===== src/rtl/mc_ctrl_fsm.sv =====
// Multi-cycle MIPS-subset control FSM.
// Sequences fetch/decode/exec/memory/writeback and drives the datapath control bus.
module mc_ctrl_fsm (
    input  logic        clk,
    input  logic        rst_n,
    input  logic [31:0] mem_rdata,
    input  logic        mem_ready,
    output logic [19:0] ctrl_word,
    output logic [25:0] imm26,
    output logic [2:0]  state
);

    localparam logic [2:0] S_FETCH  = 3'd0;
    localparam logic [2:0] S_DECODE = 3'd1;
    localparam logic [2:0] S_EXEC   = 3'd2;
    localparam logic [2:0] S_MEMACC = 3'd3;
    localparam logic [2:0] S_WB     = 3'd4;
    localparam logic [2:0] S_TRAP   = 3'd5;

    localparam logic [5:0] OP_R    = 6'b000000;
    localparam logic [5:0] OP_LW   = 6'b100011;
    localparam logic [5:0] OP_SW   = 6'b101011;
    localparam logic [5:0] OP_BEQ  = 6'b000100;
    localparam logic [5:0] OP_ADDI = 6'b001000;
    localparam logic [5:0] OP_J    = 6'b000010;
    localparam logic [5:0] OP_JAL  = 6'b000011;
    localparam logic [5:0] FN_JR   = 6'b001000;

    localparam int REG_DST   = 0;
    localparam int ALU_SRC_B = 1;
    localparam int MEM_TO_RG = 2;
    localparam int REG_WRITE = 3;
    localparam int MEM_READ  = 4;
    localparam int MEM_WRITE = 5;
    localparam int BRANCH    = 6;
    localparam int PC_WRITE  = 10;
    localparam int IR_WRITE  = 11;
    localparam int I_OR_D    = 12;
    localparam int ALU_SRC_A = 13;
    localparam int SIGN_EXT  = 14;
    localparam int JUMP      = 15;
    localparam int LINK      = 16;
    localparam int JR        = 17;
    localparam int ILLEGAL   = 18;
    localparam int RETIRE    = 19;

    logic [5:0]  opcode;
    logic [5:0]  funct;
    logic [2:0]  state_nxt;
    logic [19:0] cw;

    logic is_r, is_jr, r_alu, is_lw, is_sw;
    logic is_beq, is_addi, is_j, is_jal;

    assign is_r    = (opcode == OP_R);
    assign is_jr   = is_r && (funct == FN_JR);
    assign is_lw   = (opcode == OP_LW);
    assign is_sw   = (opcode == OP_SW);
    assign is_beq  = (opcode == OP_BEQ);
    assign is_addi = (opcode == OP_ADDI);
    assign is_j    = (opcode == OP_J);
    assign is_jal  = (opcode == OP_JAL);

    // Supported R-type ALU functs: add/u, sub/u, and, or, xor, nor, slt/u
    always_comb begin
        r_alu = 1'b0;
        case (funct)
            6'b100000, 6'b100001, 6'b100010, 6'b100011,
            6'b100100, 6'b100101, 6'b100110, 6'b100111,
            6'b101010, 6'b101011: r_alu = is_r;
            default:              r_alu = 1'b0;
        endcase
    end

    always_comb begin
        state_nxt = state;
        cw        = '0;
        case (state)
            S_FETCH: begin
                cw[MEM_READ] = 1'b1;
                if (mem_ready) begin
                    cw[IR_WRITE] = 1'b1;
                    cw[PC_WRITE] = 1'b1;
                    state_nxt    = S_DECODE;
                end
            end
            S_DECODE: begin
                unique case (1'b1)
                    is_j: begin
                        cw[JUMP]     = 1'b1;
                        cw[PC_WRITE] = 1'b1;
                        cw[RETIRE]   = 1'b1;
                        state_nxt    = S_FETCH;
                    end
                    is_jal: begin
                        cw[JUMP]      = 1'b1;
                        cw[LINK]      = 1'b1;
                        cw[REG_WRITE] = 1'b1;
                        cw[PC_WRITE]  = 1'b1;
                        cw[RETIRE]    = 1'b1;
                        state_nxt     = S_FETCH;
                    end
                    is_jr: begin
                        cw[JR]       = 1'b1;
                        cw[PC_WRITE] = 1'b1;
                        cw[RETIRE]   = 1'b1;
                        state_nxt    = S_FETCH;
                    end
                    r_alu, is_lw, is_sw, is_beq, is_addi: begin
                        cw[SIGN_EXT] = 1'b1;
                        state_nxt    = S_EXEC;
                    end
                    default: state_nxt = S_TRAP;
                endcase
            end
            S_EXEC: begin
                cw[ALU_SRC_A] = 1'b1;
                unique case (1'b1)
                    is_r: begin
                        cw[9:7]   = 3'b010;
                        state_nxt = S_WB;
                    end
                    is_addi, is_lw, is_sw: begin
                        cw[ALU_SRC_B] = 1'b1;
                        cw[SIGN_EXT]  = 1'b1;
                        state_nxt     = is_addi ? S_WB : S_MEMACC;
                    end
                    is_beq: begin
                        cw[9:7]    = 3'b001;
                        cw[BRANCH] = 1'b1;
                        cw[RETIRE] = 1'b1;
                        state_nxt  = S_FETCH;
                    end
                    default: state_nxt = S_TRAP;
                endcase
            end
            S_MEMACC: begin
                cw[I_OR_D]    = 1'b1;
                cw[MEM_READ]  = is_lw;
                cw[MEM_WRITE] = is_sw;
                if (mem_ready) begin
                    if (is_lw) begin
                        state_nxt = S_WB;
                    end else begin
                        cw[RETIRE] = 1'b1;
                        state_nxt  = S_FETCH;
                    end
                end
            end
            S_WB: begin
                cw[REG_WRITE] = 1'b1;
                cw[RETIRE]    = 1'b1;
                cw[MEM_TO_RG] = is_lw;
                cw[REG_DST]   = is_r;
                state_nxt     = S_FETCH;
            end
            S_TRAP: cw[ILLEGAL] = 1'b1;
            default: state_nxt = S_TRAP;
        endcase
    end

    assign ctrl_word = rst_n ? cw : '0;

    always_ff @(posedge clk) begin
        if (!rst_n) begin
            state  <= S_FETCH;
            opcode <= '0;
            funct  <= '0;
            imm26  <= '0;
        end else begin
            state <= state_nxt;
            if (state == S_FETCH && mem_ready) begin
                opcode <= mem_rdata[31:26];
                funct  <= mem_rdata[5:0];
                imm26  <= mem_rdata[25:0];
            end
        end
    end

endmodule


===== config.mk =====
export PLATFORM = sky130hd
export DESIGN_NAME = mc_ctrl_fsm
export DESIGN_NICKNAME = d
export VERILOG_FILES = /design/src/rtl/mc_ctrl_fsm.sv
export SDC_FILE = /design/constraint.sdc
export NUM_CORES = 1
export LEC_CHECK = 0
export ABC_AREA = 1
export CORE_ASPECT_RATIO = 0.7
export CORE_UTILIZATION = 36
export DETAILED_ROUTE_END_ITERATION = 6
export HOLD_SLACK_MARGIN = 0.15
export PLACE_DENSITY = 0.75
export SETUP_SLACK_MARGIN = 0.02
export SYNTH_ARGS = -nofsm -noshare
export SYNTH_HDL_FRONTEND = slang
export SYNTH_SLANG_ARGS = --single-unit
export TNS_END_PERCENT = 100

===== constraint.sdc =====
create_clock -name clk -period 1.3 [get_ports clk]
set_input_delay 0.13 -clock clk [delete_from_list [all_inputs] [get_ports clk]]
set_output_delay 0.13 -clock clk [all_outputs]
set_load 0.005 [all_outputs]

**After elaboration in Yosys (flattened, before gate mapping)**

Cells that the tools add are included.

- Register bits after elaboration: 41
- Input port bits: 35
- Output and inout port bits: 49
- Logic and storage cells: 74

- Equal/unequal tests: 24
- Muxes and demuxes: 35
- Bitwise logic cells: 1
- Reductions and logical operators: 10

Operators by type and width:

| cell | number |
|---|---|
| $eq A6 B6 Y1 const B | 12 |
| $mux W20 | 1 |
| $mux W1 | 18 |
| $pmux W3 S6 | 1 |
| $mux W3 | 5 |
| $eq A6 B2 Y1 const B | 2 |
| $eq A6 B4 Y1 const B | 2 |
| $reduce_or A10 Y1 | 1 |
| $pmux W3 S3 | 1 |
| $pmux W1 S2 | 4 |
| $eq A3 B2 Y1 const B | 2 |
| $eq A3 B3 Y1 const B | 2 |
| $eq A6 B3 Y1 const B | 1 |
| $logic_not A6 Y1 | 1 |
| $pmux W3 S2 | 1 |
| $reduce_or A3 Y1 | 2 |
| $reduce_or A5 Y1 | 1 |
| $mux W4 | 1 |
| $ne A2 B2 Y1 const B | 2 |
| $pmux W1 S4 | 1 |
| $pmux W2 S2 | 1 |
| $eq A3 B1 Y1 const B | 1 |
| $logic_not A3 Y1 | 1 |
| $reduce_and A3 Y1 | 1 |
| 4 further kinds | 5 |

**Depth between registers and ports, before layout**

- Depth after elaboration: 7
- Mapped depth: 10
- Depth with buffers taken out: 10

**Worst setup path before layout**

OpenSTA, ideal clock, no wires.

- Kind: register to output
- Start point: register state[0]
- End point: output ctrl_word[10]
- Arrival: 1.118 ns
- Required time: 1.170 ns
- Setup slack: 0.052 ns
- Stages on the path, launching flop included: 7
- Path through: dfxtp_1 > nor2_4 > inv_2 > nor2_4 > nand2_2 > buf_6 > a21oi_1

- Word-level cells in the longest chain between the ends: 3
- Elaborated cells on any way between the ends: 4
- Those cells by class: eq/ne: 1; mux: 2; reduce/logical: 1

RTL lines:

| item | line | RTL |
|---|---|---|
| from (decl) | 10 | `output logic [2:0] state` |
| from (signal assigned) | 171 | `state <= state_nxt;` |
| $eq A3 B1 Y1 / $logic_not A3 Y1 (equally long branches) | 78 | `case (state)` |
| $pmux W1 S2 (*) | 78 |  |
| $mux W20 (*) | 162 | `assign ctrl_word = rst_n ? cw : '0;` |
| to (decl) | 8 | `output logic [19:0] ctrl_word,` |

Mark *: on every way between the ends. The rest lies on a longest branch, timed or not.

**Worst setup path after layout**

- Start point: register state[0]
- End point: register state[2]

- Word-level cells in the longest chain between the ends: 3
- Elaborated cells on any way between the ends: 11
- Those cells by class: eq/ne: 7; mux: 1; bitwise: 1; reduce/logical: 2

RTL lines:

| item | line |
|---|---|
| $eq A3 B2 Y1, or another cell as far along | 78 |
| $ne A2 B2 Y1 (no source line) / $not A1 Y1 (equally long branches) | -- |
| $reduce_and A3 Y1 (no source line) | -- |

Several ways; a longest one is shown, not always the timed one.
A chain may end at the register's enable or synchronous reset.

==> results_dict.tcl <==
set metrics [dict create \
    drt_iter0_markers 471 \
    violations "design-rule violations, negative setup slack" \
    p_leak_nw 2.14 \
    wl_microns 14000 \
    fin_worst_skew_ps 6.84 \
    max_stage_delay_ps 370 \
    hold_ws_ps 403 \
    yosys_warnings 0 \
    r2r_end "state[2]$_SDFFE_PN0P_" \
    syn_inst 259 \
    htree_levels 2 \
    dp_hpwl_microns 4040 \
    diodes 0 \
    crit_path_frequent_cell "nor2_1" \
    ios 84 \
    grt_usage_pct 39.3 \
    gr-total-overflow 0 \
    power_mw 6.05 \
    gp_congestion 0.872 \
    hold_start "mem_rdata[14]" \
    synth.ff_latch_count 35 \
    cp_slowest_cell "dfxtp_2" \
    grtUsageMet3_pct 12.2 \
    cts_tree "built" \
    min_path_cells 3 \
    status "complete, but fails checks" \
    numCtsBuffers 5 \
    area_growth_pct 153 \
    path_cells "inv_2 -> nor3_4 -> buf_4 -> buf_4 -> nand3_1 -> nor2_1 -> nor2_1 -> nor2_1" \
    die_w_microns 84.8 \
    vdd_ir_drop_max_mv 1.18 \
    synth_compound_area_share_pct 14.9 \
    crit_path_end_kind "register" \
    ys_seq_area_share_pct 40.6 \
    layout_commonest_cell "buf_4" \
    cp_data_arrival_time_ps 2160 \
    syn_nets 294 \
    period_needed_ps 1960 \
    die_height_microns 60.0 \
    cp.required_ps 1500 \
    rsz0062_at_grt "true" \
    postCtsHoldBufs 0 \
    drv_slew 0 \
    die_area_sq_mm 0.00509 \
    cts_max_path_buffers 2 \
    maxCapViolCount 0 \
    rows 20 \
    drc 16 \
    yosysUniqueCellTypes 20 \
    reg2reg_depth 8 \
    post-route-period-util_pct 151 \
    final_cell_mix "buf_4, clkdlybuf4s50_1, nand2_1" \
    yosys.area_share.simple_pct 33.5 \
    drtPass1Iterations 7 \
    synth_top_area_cell "dfxtp_1" \
    finalHoldViolCount 0 \
    synth_top_family_by_area "simple AND/OR/NAND/NOR gates" \
    yosys-top-cells-area "dfxtp_1, nand2_1, a21oi_1" \
    avgSynthCellArea_sq_um 6.67 \
    finalSetupViolations 54 \
    initial_utilization_pct 38.6 \
    use_met1_pct 43.7 \
    synth_area_sq_mm 0.00173 \
    grt_pass1_wl_microns 14800 \
    portBuffers 82 \
    r2r_slack_ps -660 \
    synth_mux_area_share_pct 0 \
    worstHoldPathType "input port to register" \
    min_to "imm26[14]$_SDFFE_PN0P_" \
    grt_pass1_vias 2838 \
    pre_cts_slack_ps -513 \
    crit_path_max_fanout 3 \
    drive_above_1_share_pct 66.0 \
    use_met2_pct 67.6 \
    num_vias 3249 \
    fin_ws_ps -659 \
    synthXorXnorAreaFrac_pct 0 \
    startpoint_type "register" \
    clock_latency_ps 300 \
    p_per_area_mw_per_mm2 1380 \
    wl_per_cell_microns 28.6 \
    drtAntennaViolNets 0 \
    antenna_found_initial 0 \
    path_class "register to register" \
    yosys.area_share.adder_pct 0 \
    synth_top_area_share_pct 40.6 \
    clk_root_buffer_cell "clkbuf_8" \
    max_freq_mhz 510 \
    vias_per_cell 6.67 \
    final_nets 466 \
    timing.rr.start "state[0]$_SDFFE_PN0P_" \
    grt_max_degree 24 \
    path_clk_slew_ps 80 \
    cts_sinks 35 \
    busiest_layer "met2" \
    coreArea_sq_mm 0.00448 \
]
-- report_power, final --
group	switching, mW	internal [mW]
Combinational	1.88	1.81
Sequential	0.192	1.25
Clock	0.488	0.434
Total	2.56	3.49
-- cell families (layout without fill, tap and decap cells) --
kind of cell | after synthesis | count (layout)
AO/OA/AOI/OAI | 50 | 50
buffers and inverters | 40 | 213
flip-flops | 35 | 35
other | 1 | 1
AND/OR/NAND/NOR | 133 | 133
-- metrics by stage --
stage | std cells | cell area (sq um) | setup TNS [ps] | utilization [%]
floorplan | 259 | 1730 | 0 | -
global placement | 431 | 2900 | -12330 | 64.6
detailed placement | 431 | 2900 | -12160 | 64.6
CTS | 482 | 4000 | -11310 | 89.4
global route | 487 | 4380 | -24040 | 97.7
finish | 487 | 4380 | -20700 | 97.7
-- flip-flops by register name, indices dropped and copies added (netlist names) --
register / flops
imm26: 26
opcode: 6
state: 3
-- layer usage --
metal | vias up | part of all wire (%)
met5 | - | 0
met4 | 0 | 12
met3 | 190 | 14
met2 | 443 | 43
met1 | 1435 | 31
li1 | 1181 | -
-- synthesized netlist by cell type --
library cell / instances
a21oi_1: 37
o21ai_0: 5
nor2_4: 2
nand2_1: 58
inv_1: 23
inv_2: 3
buf_2: 3
o21ai_1: 7
dfxtp_1: 35
nor2_1: 31
o22ai_2: 1
and3_1: 1
nand3_1: 36
clkbuf_1: 5
nor3_2: 1
nor2_2: 3
conb_1: 1
buf_6: 3
nand2_2: 1
buf_4: 3
-- worst max-delay path: cells and delay by family, from the launching register on --
kind / cells / cell delay, ps
buf+inv: 3 / 350
simple gates: 5 / 1120
flops: 1 / 370
-- area by class of cell --
type / count / area (sq um)
flip-flops and latches: 35 / 741
repair buffers: 179 / 1840
fillers: 63 / 104
clock inverters: 2 / 16.3
multi-input cells: 184 / 1530
clock buffers: 6 / 82.6
inverters: 26 / 105
well taps: 55 / 68.8
-- repair_timing --
action | 4_1_cts | 5_1_grt
resized for setup | 259 | 107
setup endpoints to repair | 64 | 73
cloned | 10 | 0
pin swaps | 66 | 33
buffers inserted | 38 | 10
-- worst max path at each step --
stage                           start               endpoint  slack, ps  depth (start not counted)
6_report        state[0]$_SDFFE_PN0P_  state[2]$_SDFFE_PN0P_       -660                          8
5_1_grt        opcode[5]$_SDFFE_PN0P_  state[0]$_SDFFE_PN0P_       -810                         12
4_1_cts         state[0]$_SDFFE_PN0P_           ctrl_word[3]       -360                          9
3_5_place_dp                    rst_n           ctrl_word[3]       -510                          7
3_3_place_gp                    rst_n           ctrl_word[3]       -520                          7
2_1_floorplan   state[0]$_SDFFE_PN0P_          ctrl_word[10]         50                          6
Power figures use the tool's default switching activity.
